--- src/rtl/pipe_pkg.sv ---
// Shared definitions for the inter-stage pipeline buffer: FSM encoding,
// CPU exception codes and default field widths.
package pipe_pkg;

  localparam int DEFAULT_DATA_WIDTH      = 54;
  localparam int DEFAULT_INST_ADDR_WIDTH = 16;
  localparam int DEFAULT_EXC_WIDTH       = 4;

  // Encoding doubles as the occupancy count.
  typedef enum logic [1:0] {
    EMPTY = 2'd0,
    ONE   = 2'd1,
    FULL  = 2'd2
  } state_t;

  localparam logic [3:0] EXC_NONE     = 4'd0;
  localparam logic [3:0] EXC_INST_MEM = 4'd1;
  localparam logic [3:0] EXC_ALU      = 4'd2;
  localparam logic [3:0] EXC_DATA_MEM = 4'd3;
  localparam logic [3:0] EXC_REG_FILE = 4'd4;

endpackage

--- src/rtl/pipe_stage_buffer_if.sv ---
// Upstream/downstream valid-ready bus of the stage buffer.
// master = the surrounding pipeline stages, slave = the buffer.
interface pipe_stage_buffer_if
  import pipe_pkg::*;
#(
  parameter int DATA_WIDTH      = DEFAULT_DATA_WIDTH,
  parameter int INST_ADDR_WIDTH = DEFAULT_INST_ADDR_WIDTH,
  parameter int EXC_WIDTH       = DEFAULT_EXC_WIDTH
) ();

  logic                       in_valid;
  logic                       in_ready;
  logic [DATA_WIDTH-1:0]      in_data;
  logic [INST_ADDR_WIDTH-1:0] in_pc;
  logic [EXC_WIDTH-1:0]       in_exc;
  logic                       out_valid;
  logic                       out_ready;
  logic [DATA_WIDTH-1:0]      out_data;
  logic [INST_ADDR_WIDTH-1:0] out_pc;
  logic [EXC_WIDTH-1:0]       out_exc;

  modport master (
    output in_valid, in_data, in_pc, in_exc, out_ready,
    input  in_ready, out_valid, out_data, out_pc, out_exc
  );

  modport slave (
    input  in_valid, in_data, in_pc, in_exc, out_ready,
    output in_ready, out_valid, out_data, out_pc, out_exc
  );

endinterface

--- src/rtl/pipe_entry.sv ---
// Load-enabled register holding one packed {data, pc, exc} entry.
// Synchronous reset to zero; holds its value when load is low.
module pipe_entry #(
  parameter int WIDTH = 74
) (
  input  logic             clk,
  input  logic             rst,
  input  logic             load,
  input  logic [WIDTH-1:0] d,
  output logic [WIDTH-1:0] q
);

  always_ff @(posedge clk) begin
    if (rst)
      q <= '0;
    else if (load)
      q <= d;
  end

endmodule

--- src/rtl/pipe_stage_buffer.sv ---
// Two-entry skid buffer between CPU stages with flush and sticky first-exception capture.
// One cycle in_fire->out_valid; in_ready comes only from registered state.
module pipe_stage_buffer
  import pipe_pkg::*;
#(
  parameter int DATA_WIDTH      = DEFAULT_DATA_WIDTH,
  parameter int INST_ADDR_WIDTH = DEFAULT_INST_ADDR_WIDTH,
  parameter int EXC_WIDTH       = DEFAULT_EXC_WIDTH
) (
  input  logic                       clk,
  input  logic                       rst,
  input  logic                       flush,
  pipe_stage_buffer_if.slave         bus,
  output logic [1:0]                 occupancy,
  output logic                       exc_pending,
  output logic [INST_ADDR_WIDTH-1:0] exc_pc,
  output logic [EXC_WIDTH-1:0]       exc_code,
  input  logic                       exc_clear
);

  localparam int ENT_WIDTH = DATA_WIDTH + INST_ADDR_WIDTH + EXC_WIDTH;

  state_t               state;
  logic                 out_valid_q;
  logic                 in_ready_q;
  logic                 in_fire;
  logic                 out_fire;
  logic                 head_load;
  logic                 skid_load;
  logic [ENT_WIDTH-1:0] in_ent;
  logic [ENT_WIDTH-1:0] head_d;
  logic [ENT_WIDTH-1:0] head_ent;
  logic [ENT_WIDTH-1:0] skid_ent;
  logic                 capture;

  assign in_fire  = bus.in_valid & in_ready_q;
  assign out_fire = out_valid_q & bus.out_ready;
  assign in_ent   = {bus.in_data, bus.in_pc, bus.in_exc};
  assign capture  = out_fire & (bus.out_exc != EXC_WIDTH'(EXC_NONE)) & ~exc_pending;

  // Flush suppresses all payload loads; the registers simply keep their last value.
  always_comb begin
    head_load = 1'b0;
    skid_load = 1'b0;
    head_d    = in_ent;
    if (!flush) begin
      case (state)
        EMPTY: head_load = in_fire;
        ONE: begin
          head_load = in_fire & out_fire;
          skid_load = in_fire & ~out_fire;
        end
        FULL: begin
          head_load = out_fire;
          head_d    = skid_ent;
        end
        default: ;
      endcase
    end
  end

  pipe_entry #(.WIDTH(ENT_WIDTH)) u_head (
    .clk  (clk),
    .rst  (rst),
    .load (head_load),
    .d    (head_d),
    .q    (head_ent)
  );

  pipe_entry #(.WIDTH(ENT_WIDTH)) u_skid (
    .clk  (clk),
    .rst  (rst),
    .load (skid_load),
    .d    (in_ent),
    .q    (skid_ent)
  );

  always_ff @(posedge clk) begin
    if (rst) begin
      state       <= EMPTY;
      out_valid_q <= 1'b0;
      in_ready_q  <= 1'b1;
      exc_pending <= 1'b0;
      exc_pc      <= '0;
      exc_code    <= '0;
    end else begin
      if (flush) begin
        state       <= EMPTY;
        out_valid_q <= 1'b0;
        in_ready_q  <= 1'b1;
      end else begin
        case (state)
          EMPTY: if (in_fire) begin
            state       <= ONE;
            out_valid_q <= 1'b1;
          end
          ONE: begin
            if (in_fire && !out_fire) begin
              state      <= FULL;
              in_ready_q <= 1'b0;
            end else if (!in_fire && out_fire) begin
              state       <= EMPTY;
              out_valid_q <= 1'b0;
            end
          end
          FULL: if (out_fire) begin
            state      <= ONE;
            in_ready_q <= 1'b1;
          end
          default: begin
            state       <= EMPTY;
            out_valid_q <= 1'b0;
            in_ready_q  <= 1'b1;
          end
        endcase
      end

      // A retirement in a flush cycle still counts; capture beats a same-cycle clear.
      if (capture) begin
        exc_pending <= 1'b1;
        exc_pc      <= bus.out_pc;
        exc_code    <= bus.out_exc;
      end else if (exc_clear) begin
        exc_pending <= 1'b0;
      end
    end
  end

  assign occupancy     = state;
  assign bus.out_valid = out_valid_q;
  assign bus.in_ready  = in_ready_q;
  assign {bus.out_data, bus.out_pc, bus.out_exc} = head_ent;

endmodule

--- src/flat_wrapper.sv ---
// flat-port wrapper written by rule: the top's interface ports become plain ports
module pipe_stage_buffer_flat import pipe_pkg::*;
#(
  parameter int DATA_WIDTH      = DEFAULT_DATA_WIDTH,
  parameter int INST_ADDR_WIDTH = DEFAULT_INST_ADDR_WIDTH,
  parameter int EXC_WIDTH       = DEFAULT_EXC_WIDTH
)
  (clk, rst, flush, occupancy, exc_pending, exc_pc, exc_code, exc_clear, bus_in_valid, bus_in_data, bus_in_pc, bus_in_exc, bus_out_ready, bus_in_ready, bus_out_valid, bus_out_data, bus_out_pc, bus_out_exc);
  pipe_stage_buffer_if #(.DATA_WIDTH(DATA_WIDTH), .INST_ADDR_WIDTH(INST_ADDR_WIDTH), .EXC_WIDTH(EXC_WIDTH)) bus_i ();
  input  logic clk;
  input  logic rst;
  input  logic flush;
  output logic [1:0] occupancy;
  output logic exc_pending;
  output logic [INST_ADDR_WIDTH-1:0] exc_pc;
  output logic [EXC_WIDTH-1:0] exc_code;
  input  logic exc_clear;
  input wire logic [$bits(bus_i.in_valid)-1:0] bus_in_valid;
  input wire logic [$bits(bus_i.in_data)-1:0] bus_in_data;
  input wire logic [$bits(bus_i.in_pc)-1:0] bus_in_pc;
  input wire logic [$bits(bus_i.in_exc)-1:0] bus_in_exc;
  input wire logic [$bits(bus_i.out_ready)-1:0] bus_out_ready;
  output wire logic [$bits(bus_i.in_ready)-1:0] bus_in_ready;
  output wire logic [$bits(bus_i.out_valid)-1:0] bus_out_valid;
  output wire logic [$bits(bus_i.out_data)-1:0] bus_out_data;
  output wire logic [$bits(bus_i.out_pc)-1:0] bus_out_pc;
  output wire logic [$bits(bus_i.out_exc)-1:0] bus_out_exc;
  assign bus_i.in_valid = bus_in_valid;
  assign bus_i.in_data = bus_in_data;
  assign bus_i.in_pc = bus_in_pc;
  assign bus_i.in_exc = bus_in_exc;
  assign bus_i.out_ready = bus_out_ready;
  assign bus_in_ready = bus_i.in_ready;
  assign bus_out_valid = bus_i.out_valid;
  assign bus_out_data = bus_i.out_data;
  assign bus_out_pc = bus_i.out_pc;
  assign bus_out_exc = bus_i.out_exc;
  pipe_stage_buffer #(.DATA_WIDTH(DATA_WIDTH), .INST_ADDR_WIDTH(INST_ADDR_WIDTH), .EXC_WIDTH(EXC_WIDTH)) u_core (.clk(clk), .rst(rst), .flush(flush), .bus(bus_i), .occupancy(occupancy), .exc_pending(exc_pending), .exc_pc(exc_pc), .exc_code(exc_code), .exc_clear(exc_clear));
endmodule
--- config.mk ---
export PLATFORM = sky130hd
export DESIGN_NAME = pipe_stage_buffer_flat
export DESIGN_NICKNAME = d
export VERILOG_FILES = /design/src/rtl/pipe_pkg.sv /design/src/rtl/pipe_stage_buffer_if.sv /design/src/rtl/pipe_entry.sv /design/src/rtl/pipe_stage_buffer.sv /design/src/flat_wrapper.sv
export SDC_FILE = /design/constraint.sdc
export NUM_CORES = 1
export LEC_CHECK = 0
export CAP_MARGIN = 5
export CORE_UTILIZATION = 39
export CTS_CLUSTER_SIZE = 28
export DETAILED_ROUTE_END_ITERATION = 7
export PLACE_DENSITY_LB_ADDON = 0.2
export SLEW_MARGIN = 20
export SYNTH_ARGS = -nofsm -noshare
export SYNTH_HDL_FRONTEND = slang
export SYNTH_SLANG_ARGS = --single-unit
--- constraint.sdc ---
create_clock -name clk -period 3.8 [get_ports clk]
set_input_delay 0.57 -clock clk [delete_from_list [all_inputs] [get_ports clk]]
set_output_delay 0.57 -clock clk [all_outputs]
set_load 0.005 [all_outputs]
==> out/qor.tcl <==
set qor(run_status) {completed}
set qor(crit_family) {buffers and inverters}
set qor(worst-r2r-setup-slack_ns) 1.71
set qor(placement_rows) 48
set qor(max-slew-margin-rel_pct) 40.7
set qor(wl_um) 17200
set qor(route.vias.total) 5682
set qor(die_height_um) 136
set qor(grt_max_degree) 99
set qor(min-delay-start) {u_core.u_skid.q[18]$_SDFFE_PP0P_}
set qor(critical_path.max_fanout) 50
set qor(rr_worst_depth) 5
set qor(worstPathArrival_ns) 2.63
set qor(syn_area_per_cell_um2) 9.05
set qor(fin_worst_skew_ns) 0.00786
set qor(routabilityCongestion) 0.734
set qor(dp_slack_ns) 1.15
set qor(floorplan.die_area_mm2) 0.0184
set qor(cts_resized) 0
set qor(share_of_the_synthesized_area_in_compound_gates_ao_oa_aoi_oai_pct) 19.4
set qor(yosys-mux-area-fraction_pct) 10.8
set qor(worst_setup_path_start_kind) {input pin}
set qor(final.min_clock_period_ns) 2.29
set qor(post-route-worst-setup-slack_ns) 1.51
set qor(yosys.area_share.xor_xnor_pct) 0.126
set qor(cts-root-to-sink-buffers) 2
set qor(placedInstanceArea_mm2) 0.00888
set qor(post-cts-setup-buffer-count) 0
set qor(hold_viol_final) 0
set qor(slowest_stage_cell_crit_path) {sky130_fd_sc_hd__buf_4}
set qor(synth_top_family_by_area) {compound AO/OA/AOI/OAI gates}
set qor(detail-route-antenna-nets) 0
set qor(port-buffer-count) 178
set qor(end_kind) {flip-flop}
set qor(post-route-drc-count) 0
set qor(post_synth_fa_ha_maj_area_fraction_pct) 0
set qor(root_buffer) {sky130_fd_sc_hd__clkbuf_16}
set qor(top_library_cells_by_usage_in_the_layout_fill_and_taps_aside) {sky130_fd_sc_hd__nand2_1, sky130_fd_sc_hd__clkdlybuf4s50_1, sky130_fd_sc_hd__dfxtp_1, sky130_fd_sc_hd__a21oi_1, sky130_fd_sc_hd__nor2_1}
set qor(timing_worst_slew_pin_value_ns) 0.890
set qor(critical_path.reg2reg.endpoint) {u_core.u_head.q[58]$_SDFFE_PP0P_}
set qor(n_antenna_cell) 0
set qor(critical_path.max_stage_delay_ns) 0.58
set qor(nets) 997
set qor(starting_density_of_the_core_pct) 40.1
set qor(layout.cell_area.non_filler_mm2) 0.00949
set qor(route.detailed.wl_per_inst_um) 14.9
set qor(hold_path_depth) 2
set qor(number_of_iterations_in_the_first_detailed_routing_pass) 4
set qor(total_of_flip_flops_plus_latches_after_synthesis) 173
set qor(cts.reportedPaths.clkPinSlew_ns) 0.07
set qor(grt_first_pass_wirelength_um) 26900
set qor(grtUsageTotal_pct) 18.8
set qor(drive_above_1_share_pct) 10.8
set qor(fraction_of_the_cycle_the_final_worst_path_needs_pct) 60.3
set qor(postSynthNetCount) 849
set qor(post_cts_hold_buffers) 0
set qor(power_density_mw_per_mm2) 444
set qor(synthCells) 769
set qor(rsz0062_at_grt) {no}
set qor(tritoncts_num_sinks) 173
set qor(vdd_ir_drop_max_uv) 311
set qor(slew_viol_final) 0
set qor(power.leakage_uw) 0.00305
set qor(io_pins) 179
set qor(grt-ovfl-total) 0
set qor(fp.coreArea_mm2) 0.0174
set qor(fmax_ghz) 0.436
set qor(fill_cells) 1600
set qor(fin_hold_ws_ns) 0.453
set qor(reg2reg_from) {u_core.occupancy[1]$_SDFFE_PP0P_}
set qor(timing.critical_path.cells) {clkdlybuf4s50_1, nand2_1, a221oi_4, buf_4, nor2_1, a211oi_2}
set qor(crit_path_class) {input pin to flip-flop}
set qor(cts_htree_levels) 4
set qor(place.detailed.hpwl_um) 10600
set qor(cts_buffers) 17
set qor(required_ns) 4.14
set qor(synth_seq_area_share_pct) 49.7
set qor(number_of_max_capacitance_violations_reported) 0
set qor(clock_latency_ns) 0.42
set qor(initialDrtViolationCount) 210
set qor(tritoncts) {done}
set qor(syn_to_final_growth_pct) 36.3
set qor(synth_simple_gate_area_share_pct) 15.7
set qor(first_global_vias) 5215
set qor(post_synth_instance_area_mm2) 0.00696
set qor(antenna_found_initial) 0
set qor(crit_buf_inv) 2
set qor(vias_per_cell) 4.92
set qor(setup_violations) 0
set qor(synth.lib_cells_used.distinct) 23
set qor(layout.cells.most_common) {sky130_fd_sc_hd__nand2_1}
set qor(die_width_um) 136
set qor(setup_tns_ns) 0
set qor(hold_path_end) {u_core.u_skid.q[18]$_SDFFE_PP0P_}
set qor(min-delay-path-class) {flip-flop to flip-flop}
set qor(synthesis.yosys.warnings) 0
set qor(total_power_uw) 4210
## per-layer routing
metal | vias up | wire length (um) | global-route usage (%)
met5 | - | 0 | 0
met4 | 0 | 120 | 4.87
met3 | 9 | 973 | 5.39
met2 | 115 | 7830 | 29.8
met1 | 2637 | 8270 | 24.8
li1 | 2921 | - | -
## worst reg2reg max path: stages, from the launching register on
cell and delay [ns]:
sky130_fd_sc_hd__dfxtp_1 0.38, sky130_fd_sc_hd__or2_2 0.34, sky130_fd_sc_hd__a221oi_4 0.35, sky130_fd_sc_hd__buf_4 0.58
sky130_fd_sc_hd__nor2_1 0.15, sky130_fd_sc_hd__a211oi_2 0.22
## cells in the mapped netlist
cell	n	area [um^2]
sky130_fd_sc_hd__xnor2_1	1	8.76
sky130_fd_sc_hd__a211oi_1	25	188
sky130_fd_sc_hd__o21ai_0	1	5.00
sky130_fd_sc_hd__a211oi_2	50	626
sky130_fd_sc_hd__a221oi_2	1	15.0
sky130_fd_sc_hd__or2_2	1	6.26
sky130_fd_sc_hd__buf_4	8	60.1
sky130_fd_sc_hd__nand3b_1	2	15.0
sky130_fd_sc_hd__mux2i_1	75	751
sky130_fd_sc_hd__a21oi_1	95	475
sky130_fd_sc_hd__dfxtp_1	173	3460
sky130_fd_sc_hd__nand2b_1	4	25.0
sky130_fd_sc_hd__nand2_1	183	687
sky130_fd_sc_hd__nor4_1	1	6.26
sky130_fd_sc_hd__o21a_1	1	7.51
sky130_fd_sc_hd__a21boi_1	1	7.51
sky130_fd_sc_hd__nor2_1	83	312
sky130_fd_sc_hd__nor3b_1	1	7.51
sky130_fd_sc_hd__buf_2	25	125
sky130_fd_sc_hd__a22oi_1	4	30.0
sky130_fd_sc_hd__and3b_1	2	17.5
sky130_fd_sc_hd__clkbuf_1	29	109
sky130_fd_sc_hd__nor3_1	3	15.0
## how the worst max path moves through the flow
stage                   from  slack (ns)                               end  cells past startpoint
2_1_floorplan  bus_out_ready        2.10  u_core.u_skid.q[42]$_SDFFE_PP0P_                      6
3_3_place_gp   bus_out_ready        1.21  u_core.u_skid.q[12]$_SDFFE_PP0P_                      6
3_5_place_dp   bus_out_ready        1.15  u_core.u_head.q[53]$_SDFFE_PP0P_                      6
4_1_cts        bus_out_ready        1.54  u_core.u_head.q[58]$_SDFFE_PP0P_                      6
5_1_grt        bus_out_ready        1.36  u_core.u_head.q[73]$_SDFFE_PP0P_                      6
6_report       bus_out_ready        1.51  u_core.u_head.q[58]$_SDFFE_PP0P_                      6
## metrics by stage
stage / instances / utilization (%)
after floorplan: 769 / -
after global placement: 1123 / 51.2
after detailed placement: 1123 / 51.2
after CTS: 1155 / 54.7
after global routing: 1155 / 54.7
final: 1155 / 54.7
## where the power goes
group / switching, uW / internal [uW]
logic: 230 / 277
clock network: 710 / 1060
registers: 49.1 / 1890
## kinds of logic (layout without fill, tap and decap cells)
logic type / Yosys count / in the layout
AOI/OAI and AO/OA: 178 / 178
and+or+nand+nor: 280 / 280
DFF: 173 / 173
xor gates and xnor gates: 1 / 1
buffers and inverters: 62 / 223
muxes: 75 / 75
## flip-flops by register name (all words and copies together), names as in the netlist
name,flops
u_core.exc_code,4
u_core.exc_pc,16
u_core.occupancy,2
u_core.bus.out_valid,1
u_core.bus.in_ready,1
u_core.u_head.q,74
u_core.exc_pending,1
u_core.u_skid.q,74
## final cells by class
type | count | area [um^2] | area share [%]
clock buffers | 23 | 498 | 5.25
clock inverters | 9 | 108 | 1.13
multi-input cells | 534 | 3230 | 34.1
flip-flops and latches | 173 | 3460 | 36.5
well taps | 225 | 282 | 2.97
repair buffers | 191 | 1910 | 20.1
Power figures use the tool's default switching activity.
